$ cat config.mk
export PLATFORM = sky130hd
export DESIGN_NAME = param_coeff_loader
export DESIGN_NICKNAME = d
export VERILOG_FILES = /design/src/rtl/coeff_loader_pkg.sv /design/src/rtl/coeff_index_counter.sv /design/src/rtl/param_coeff_loader.sv
export SDC_FILE = /design/constraint.sdc
export NUM_CORES = 1
export LEC_CHECK = 0
export ABC_AREA = 1
export BUFFER_PORTS_ARGS = -buffer_cell sky130_fd_sc_hd__buf_4
export CORE_AREA = 2 2 39 41
export DETAILED_ROUTE_END_ITERATION = 12
export DIE_AREA = 0 0 41 43
export GPL_TIMING_DRIVEN = 0
export PLACE_DENSITY = 0.51
export SKIP_CTS_REPAIR_TIMING = 1
export SLEW_MARGIN = 10
export SYNTH_ARGS = -nofsm -noshare
export SYNTH_HDL_FRONTEND = slang
export SYNTH_HIERARCHICAL = 1
export SYNTH_SLANG_ARGS = --single-unit
export TNS_END_PERCENT = 30
$ cat constraint.sdc
create_clock -name clk -period 3.11 [get_ports clk]
set_input_delay 0.622 -clock clk [delete_from_list [all_inputs] [get_ports clk]]
set_output_delay 0.622 -clock clk [all_outputs]
set_load 0.05 [all_outputs]
$ cat src/rtl/coeff_loader_pkg.sv
// -----------------------------------------------------------------------------
// coeff_loader_pkg
// Shared types and constants for the coefficient loader.
//   loader_state_t : 2-bit FSM state encoding (IDLE, LOAD, WAIT, DONE)
//   MIN_COEFFS / MAX_COEFFS : supported range for the set size
//   last_index()   : index of the final coefficient in a set of n
// -----------------------------------------------------------------------------
package coeff_loader_pkg;

  typedef enum logic [1:0] {
    S_IDLE = 2'd0,
    S_LOAD = 2'd1,
    S_WAIT = 2'd2,
    S_DONE = 2'd3
  } loader_state_t;

  localparam int unsigned MIN_COEFFS = 2;
  localparam int unsigned MAX_COEFFS = 16;

  function automatic int unsigned last_index(input int unsigned n);
    return n - 1;
  endfunction

endpackage

$ cat src/rtl/coeff_index_counter.sv
// -----------------------------------------------------------------------------
// coeff_index_counter
// Up-counter holding the coefficient index of the loader.
//   clk, n_reset   : clock, async active-low reset (count -> 0)
//   clear          : synchronous return to 0 (has priority over counting)
//   count_enable   : advance by one on the next rising edge
//   rollover_value : last legal value; counting past it returns to 0
//   count          : current index
// -----------------------------------------------------------------------------
module coeff_index_counter #(
  parameter int unsigned WIDTH = 2
) (
  input  logic             clk,
  input  logic             n_reset,
  input  logic             clear,
  input  logic             count_enable,
  input  logic [WIDTH-1:0] rollover_value,
  output logic [WIDTH-1:0] count
);

  always_ff @(posedge clk or negedge n_reset) begin
    if (!n_reset) begin
      count <= '0;
    end else if (clear) begin
      count <= '0;
    end else if (count_enable) begin
      if (count == rollover_value) begin
        count <= '0;
      end else begin
        count <= count + WIDTH'(1);
      end
    end
  end

endmodule

$ cat src/rtl/param_coeff_loader.sv
// -----------------------------------------------------------------------------
// param_coeff_loader
// Sequences the loading of NUM_COEFFS coefficients into a datapath, one
// strobe per coefficient, pacing each step on the downstream busy flag.
//   clk, n_reset        : clock, async active-low reset
//   new_coefficient_set : request to load a full set
//   modwait             : downstream busy; holds off the next strobe
//   abort               : cancel the set in progress and any pending request
//   load_coeff          : one-cycle capture strobe
//   coefficient_num     : index being / last loaded
//   busy                : FSM not idle
//   load_done           : one-cycle pulse after the final coefficient
//   pending             : a request is latched and waiting
//
// state  | meaning
// -------+-----------------------------------------------------------
// IDLE   | no set in progress; waiting for a request and !modwait
// LOAD   | strobe load_coeff for the current index
// WAIT   | between strobes; advance index once modwait is low
// DONE   | final coefficient loaded; pulse load_done, return to IDLE
// -----------------------------------------------------------------------------
module param_coeff_loader
  import coeff_loader_pkg::*;
#(
  parameter  int unsigned NUM_COEFFS = 4,
  localparam int unsigned IDX_W      = $clog2(NUM_COEFFS)
) (
  input  logic             clk,
  input  logic             n_reset,
  input  logic             new_coefficient_set,
  input  logic             modwait,
  input  logic             abort,
  output logic             load_coeff,
  output logic [IDX_W-1:0] coefficient_num,
  output logic             busy,
  output logic             load_done,
  output logic             pending
);

  localparam logic [IDX_W-1:0] LAST_IDX = IDX_W'(last_index(NUM_COEFFS));

  loader_state_t    state;
  loader_state_t    state_next;
  logic             idx_clear;
  logic             idx_step;
  logic             pending_next;
  logic [IDX_W-1:0] index;

  coeff_index_counter #(
    .WIDTH (IDX_W)
  ) u_index (
    .clk            (clk),
    .n_reset        (n_reset),
    .clear          (idx_clear),
    .count_enable   (idx_step),
    .rollover_value (LAST_IDX),
    .count          (index)
  );

  // Index only ever moves on a set start, a WAIT->LOAD step or abort,
  // so it holds its last value through DONE and IDLE.
  always_comb begin
    state_next = state;
    idx_clear  = 1'b0;
    idx_step   = 1'b0;
    if (abort) begin
      state_next = S_IDLE;
      idx_clear  = 1'b1;
    end else begin
      case (state)
        S_IDLE: begin
          if ((new_coefficient_set | pending) & ~modwait) begin
            state_next = S_LOAD;
            idx_clear  = 1'b1;
          end
        end
        S_LOAD: begin
          state_next = (index == LAST_IDX) ? S_DONE : S_WAIT;
        end
        S_WAIT: begin
          if (!modwait) begin
            state_next = S_LOAD;
            idx_step   = 1'b1;
          end
        end
        S_DONE: begin
          state_next = S_IDLE;
        end
        default: begin
          state_next = S_IDLE;
        end
      endcase
    end
  end

  // A request is consumed only by the IDLE->LOAD transition; anything else
  // latches it, and repeated requests collapse into the single flag.
  always_comb begin
    pending_next = pending;
    if (abort) begin
      pending_next = 1'b0;
    end else if ((state == S_IDLE) && (state_next == S_LOAD)) begin
      pending_next = 1'b0;
    end else if (new_coefficient_set) begin
      pending_next = 1'b1;
    end
  end

  // Outputs are registered from the next state, so each one is a pure
  // decode of the current state while staying glitch-free.
  always_ff @(posedge clk or negedge n_reset) begin
    if (!n_reset) begin
      state      <= S_IDLE;
      pending    <= 1'b0;
      load_coeff <= 1'b0;
      busy       <= 1'b0;
      load_done  <= 1'b0;
    end else begin
      state      <= state_next;
      pending    <= pending_next;
      load_coeff <= (state_next == S_LOAD);
      busy       <= (state_next != S_IDLE);
      load_done  <= (state_next == S_DONE);
    end
  end

  assign coefficient_num = index;

  a_index_in_range : assert property (
    @(posedge clk) disable iff (!n_reset) (index <= LAST_IDX)
  );

endmodule
==> results of run 1 <==
Yosys cell counts:
cell type and number:
inv_1 12, dfrtp_1 8, nor2_1 4, nand3_2 3, a21oi_1 3, nand4_1 1, a21oi_4 1, nand3_1 3
nand2_1 11, or2_2 1, conb_1 1, o21ai_0 1, nand2_2 2, inv_2 1, nor2_2 1
registers in the layout, summed over array words and instances (netlist names):
| register | flops |
|---|---|
| pending | 1 |
| load_done | 1 |
| u_index/count | 2 |
| load_coeff | 1 |
| state | 2 |
| busy | 1 |
cell type report:
| cell class | count | area share, % |
|---|---|---|
| Sequential cell | 8 | 36.4 |
| Tap cell | 16 | 3.64 |
| Inverter | 13 | 8.86 |
| Multi-Input combinational cell | 35 | 33.4 |
| Timing Repair Buffer | 10 | 13.6 |
| Clock buffer | 3 | 4.09 |
layer usage:
metal | global-route usage (%) | share of wire (%) | wire (um) | vias to the layer above
li1 | - | - | - | 187
met1 | 12.5 | 47 | 316 | 141
met2 | 15.9 | 47 | 310 | 6
met3 | 4.71 | 6.0 | 40 | 0
met4 | 6.00 | 0 | 0 | 0
met5 | 0 | 0 | 0 | -
worst max path at each step:
stage	end	slack, ns	cells after the start
floorplan	u_index/count[1]	1.65	7
global placement	u_index/count[1]	1.50	8
detailed placement	u_index/count[1]	1.49	8
CTS	coefficient_num[0]	1.57	1
global route	coefficient_num[1]	1.51	1
finish	coefficient_num[0]	1.58	1
worst reg2reg max path, cell delays in order, from the launching register on:
cell	delay, ns
dfrtp_1	0.37
inv_1	0.05
nand2_1	0.07
nand3_2	0.08
nand2_1	0.08
or2_2	0.32
a21oi_1	0.13
a21oi_1	0.05
logic make-up after synthesis:
family          synth area share, %
compound gates                 8.60
flops                          47.5
simple gates                   31.5
other cells                   0.889
buf+inv                        11.6
power breakdown:
part / switching, mW / total (mW) / leakage, nW / internal [mW]
clock network: 0.0301 / 0.0739 / 0.0138 / 0.0438
logic: 0.0333 / 0.0502 / 0.201 / 0.0169
registers: 0.00343 / 0.113 / 0.108 / 0.110
==> out/qor.csv, run 1 <==
metric;value;unit
fin_nets;76;
clk_pin_slew;0.05;ns
rows;14;
synth_area;422;um^2
tritoncts;done;
synth-seq-area-share;47.5;%
hold_viol;0;
reg2reg_depth;7;
diodes;0;
gp_congestion;0.666;
critPathKind;register to primary output;
drc_errors;0;
final_common_cell;inv_1;
finalClockSkew;0.00508;ns
synth_seq_cells;8;
maxCapViolations;0;
grt.total_usage;10.8;%
finalSetupViolations;0;
final_core_util;39.8;%
worst_setup_path_start_kind;register;
worstSetupEndpointType;primary output;
syn_area_per_cell;7.96;um^2
antenna_found_initial;0;
placed_area;528;um^2
cts_root_buffer;clkbuf_4;
ys_types;15;
stdcell_count;85;
rsz0062_at_grt;false;
synth_top_area_share;47.5;%
finalSetupTns;0;ns
clock_latency;0.24;ns
timing.rr.end;u_index/count[1];
hp-class;input pin to asynchronous set/reset pin;
crit_buf_inv;1;
grt_pass1_wl;1270;um
status;finished clean;
holdWs;0.182;ns
critical_path.slowest_cell;dfrtp_1;
top_level_ports;11;
worst-path-max-fanout;7;
die_w;41;um
via_count;334;
clockBufferDepth;2;
ff2ff_setup_slack;1.85;ns
yosys_warnings;6;
rr_startpoint;pending;
cts-htree-levels;1;
core-area;1380;um^2
dr.pass1.iters;2;
numCtsBuffers;3;
period_share;49.3;%
hpwl;563;um
grt-ovfl-total;0;
crit_chain;buf_4;
portBuffers;10;
post-place-ws;1.49;ns
design_area;551;um^2
totalWireLength;666;um
dp_cells;82;
drive_above_1_share;31.9;%
dieArea;1760;um^2
crit_family;flip-flops;
multiInputGateArea;184;um^2
fmaxAchievable;652;MHz
grt_max_degree;9;
irDropWorstVdd;242;uV
layout_common_cells;inv_1, nand2_1, buf_4;
grt_pass1_vias;342;
routed_via_density;3.93;
power;237;uW
drv_slew;0;
synthCells;53;
crit_required;2.49;ns
area_growth;30.6;%
finalWorstSetupSlack;1.58;ns
die_h;43;um
cellPowerDensity;431;nW/um^2
crit_path_start;u_index/count[0];
arrival;0.91;ns
detail-route-antenna-nets;0;
p_leak;0.323;nW
fillers;153;
synth_area_leader_cell;dfrtp_1;
cpPeakStageDelay;0.44;ns
synth.area.top_cells;dfrtp_1, inv_1, nand2_1;
wire_per_inst;7.84;um
drt_iter0_markers;3;
seq_area;200;um^2
cts.sinks;8;
period_needed;1.53;ns
initial_utilization;30.5;%
Note: power is estimated with default switching activity, not from simulation.
==> inputs of run 2 (changes only) <==
--- a/config.mk
+++ b/config.mk
@@ -5,13 +5,13 @@
 export SDC_FILE = /design/constraint.sdc
 export NUM_CORES = 1
 export LEC_CHECK = 0
-export ABC_AREA = 1
+export ABC_AREA = 0
 export BUFFER_PORTS_ARGS = -buffer_cell sky130_fd_sc_hd__buf_4
 export CORE_AREA = 2 2 39 41
 export DETAILED_ROUTE_END_ITERATION = 12
 export DIE_AREA = 0 0 41 43
 export GPL_TIMING_DRIVEN = 0
-export PLACE_DENSITY = 0.51
+export PLACE_DENSITY = 0.49
 export SKIP_CTS_REPAIR_TIMING = 1
 export SLEW_MARGIN = 10
 export SYNTH_ARGS = -nofsm -noshare
==> constraint.sdc (replaced) <==
create_clock -name clk -period 1.41 [get_ports clk]
set_input_delay 0.282 -clock clk [delete_from_list [all_inputs] [get_ports clk]]
set_output_delay 0.282 -clock clk [all_outputs]
set_load 0.05 [all_outputs]
==> run 2 against run 1 <==
Net effect: first-iteration DRC count is 33% higher; worst hold slack better by 0.055 ns; synthesized area down 12%; non-clock buffer count is 1 higher; power grew 110%; clock power grew 140%; sequential cell count unchanged; cell count fell by 16%; global-route usage down 0.77 points; final area shrank 5.2%; sequential share of layout area grew 2.0 points; synthesized cell count decreased by 32%; largest cell class unchanged; largest power group unchanged; highest routed layer is now met4.
==> out/qor.csv, run 2 <==
metric;value;unit;change
worst_setup_path_start_kind;register;;unchanged
ys_async_sr_fraction;100;%;unchanged
diodes;0;;unchanged
hp-class;input pin to register;;was input pin to asynchronous set/reset pin
maxCapViolations;0;;unchanged
synth.area.top_cells;dfrtp_1, nand2b_1, o31a_1;;was dfrtp_1, inv_1, nand2_1
dieArea;1760;um^2;unchanged
period_needed;1.25;ns;
rsz0062_at_grt;false;;unchanged
synthFlopType;dfrtp_1;;unchanged
initial_utilization;26.8;%;was 30.5%
grt.total_usage;10.1;%;was 10.8%
wire_per_inst;9.80;um;was 7.84 um
min_to;state[1];;
grt_pass1_wl;1100;um;was 1270 um
rows;14;;unchanged
hold_viol;0;;unchanged
synth_area_leader_cell;dfrtp_1;;unchanged
drc_errors;0;;unchanged
clock_latency;0.25;ns;was 0.24 ns
routed_via_density;4.20;;was 3.93
syn_area_per_cell;10.3;um^2;was 7.96 um^2
grt_pass1_vias;279;;was 342
worstSetupEndpointType;register;;was primary output
gp_congestion;0.645;;was 0.666
critPathKind;register to register;;was register to primary output
ys_types;19;;was 15
tritoncts;done;;unchanged
portBuffers;10;;unchanged
numCtsBuffers;3;;unchanged
whs_path_depth;2;;
critical_path.slowest_cell;dfrtp_1;;unchanged
drt_iter0_markers;4;;was 3
synth_area;370;um^2;was 422 um^2
largestRegisters;state: 2 flops, u_index/count: 2 flops;;unchanged
synthCells;36;;was 53
grt_max_degree;9;;unchanged
power;503;uW;was 237 uW
cts_root_buffer;clkbuf_4;;unchanged
crit_required;1.57;ns;was 2.49 ns
irDropWorstVdd;688;uV;was 242 uV
clockBufferDepth;2;;unchanged
rr_startpoint;state[0];;was pending
synth-seq-area-share;54.1;%;was 47.5%
yosys_warnings;6;;unchanged
ff2ff_setup_slack;0.16;ns;was 1.85 ns
cts-htree-levels;1;;unchanged
cts.sinks;8;;unchanged
final_core_util;37.7;%;was 39.8%
finalSetupViolations;0;;unchanged
via_count;298;;was 334
fillers;147;;was 153
fin_nets;62;;was 76
worst-path-max-fanout;6;;was 7
finalSetupTns;0;ns;unchanged
clk_pin_slew;0.05;ns;about the same
hp-start;abort;;
dr.pass1.iters;4;;was 2
totalWireLength;696;um;was 666 um
arrival;1.41;ns;was 0.91 ns
drive_above_1_share;29.1;%;was 31.9%
hpwl;500;um;was 563 um
die_w;41;um;unchanged
synth_edf_count;0;;unchanged
detail-route-antenna-nets;0;;unchanged
synth_common_cells;dfrtp_1, nand2b_1, a21oi_1, nor3_1;;was inv_1, nand2_1, dfrtp_1, nor2_1
area_growth;40.9;%;was 30.6%
p_leak;0.262;nW;was 0.323 nW
reg2reg_depth;4;;was 7
die_h;43;um;unchanged
cpPeakStageDelay;0.44;ns;about the same
period_share;88.4;%;
status;finished clean;;unchanged
synthMostInstantiatedCell;dfrtp_1;;was inv_1
synth_top_area_share;54.1;%;was 47.5%
final_common_cell;buf_4;;was inv_1
crit_chain;nor3_2 > and2_2 > a31oi_1 > a311oi_1;;was buf_4
cellPowerDensity;964;nW/um^2;was 431 nW/um^2
fmaxAchievable;803;MHz;
finalClockSkew;0.000721;ns;was 0.00508 ns
antenna_found_initial;0;;unchanged
synth_seq_cells;8;;unchanged
drv_slew;0;;unchanged
crit_path_start;state[0];;was u_index/count[0]
timing.rr.end;u_index/count[1];;unchanged
top_level_ports;11;;unchanged
layout_common_cells;buf_4, dfrtp_1, conb_1;;was inv_1, nand2_1, buf_4
core-area;1380;um^2;unchanged
grt-ovfl-total;0;;unchanged
## run 2: changes by cell type after synthesis, sizes merged, moves of 2 or more
cell,change
nor2,-3
nand2,-12
nand3,-6
nor3,+4
nand2b,+4
inv,-12
o31a,+2
## run 2: routing by layer
| metal | global-route usage, % | up-vias | wire length (um) |
|---|---|---|---|
| li1 | - | 159 | - |
| met1 | 12.7 | 127 | 346 |
| met2 | 12.5 | 10 | 279 |
| met3 | 7.85 | 2 | 59 |
| met4 | 4.00 | 0 | 11 |
| met5 | 0 | - | 0 |
## run 2: worst max-delay path by stage
stage	end	slack, ns	cells past startpoint
after floorplan	state[0]	0.20	2
after global placement	u_index/count[0]	0.13	5
after detailed placement	u_index/count[1]	0.13	4
after CTS	u_index/count[1]	0.1	4
after global routing	u_index/count[0]	0.05	5
final	u_index/count[1]	0.16	4
## run 2: where the power goes
part,leakage (nW),switching (mW),total (mW),internal (mW)
registers,0.109,0.00856,0.247,0.239
logic,0.140,0.0478,0.0786,0.0308
clock network,0.0138,0.0794,0.177,0.0975
## run 2: final cells by class
cell class	instances	area (um^2)	area share (%)
tap	16	20.0	3.84
clock buffer	3	22.5	4.32
sequential	8	200	38.4
timing repair buffer	11	85.1	16.3
multi-input combinational	32	190	36.5
inverter	1	3.75	0.719
## run 2: kinds of logic (layout without fill, tap and decap cells)
kind of cell / Yosys count / after routing / share of synthesized area (%)
other cells: 1 / 6 / 1.01
flops: 8 / 8 / 54.1
compound gates: 10 / 10 / 17.6
simple gates: 15 / 15 / 24.0
buf+inv: 1 / 15 / 1.01
xor+xnor: 1 / 1 / 2.37
## run 2: metrics by stage
stage	setup WS (ns)	instances	hold WS, ns	area [um^2]
after global placement	0.132	67	0.108	484
after CTS	0.0993	70	-0.174	507
after global routing	0.0458	71	0.219	522
after detailed placement	0.128	67	0.107	484
final	0.164	71	0.237	522
after floorplan	0.203	41	-0.0136	389
## run 2: critical path: cells and delay by family, from the launching register on
family | cells | cell delay, ns
compound gates | 2 | 0.32
flops | 1 | 0.44
simple gates | 2 | 0.40
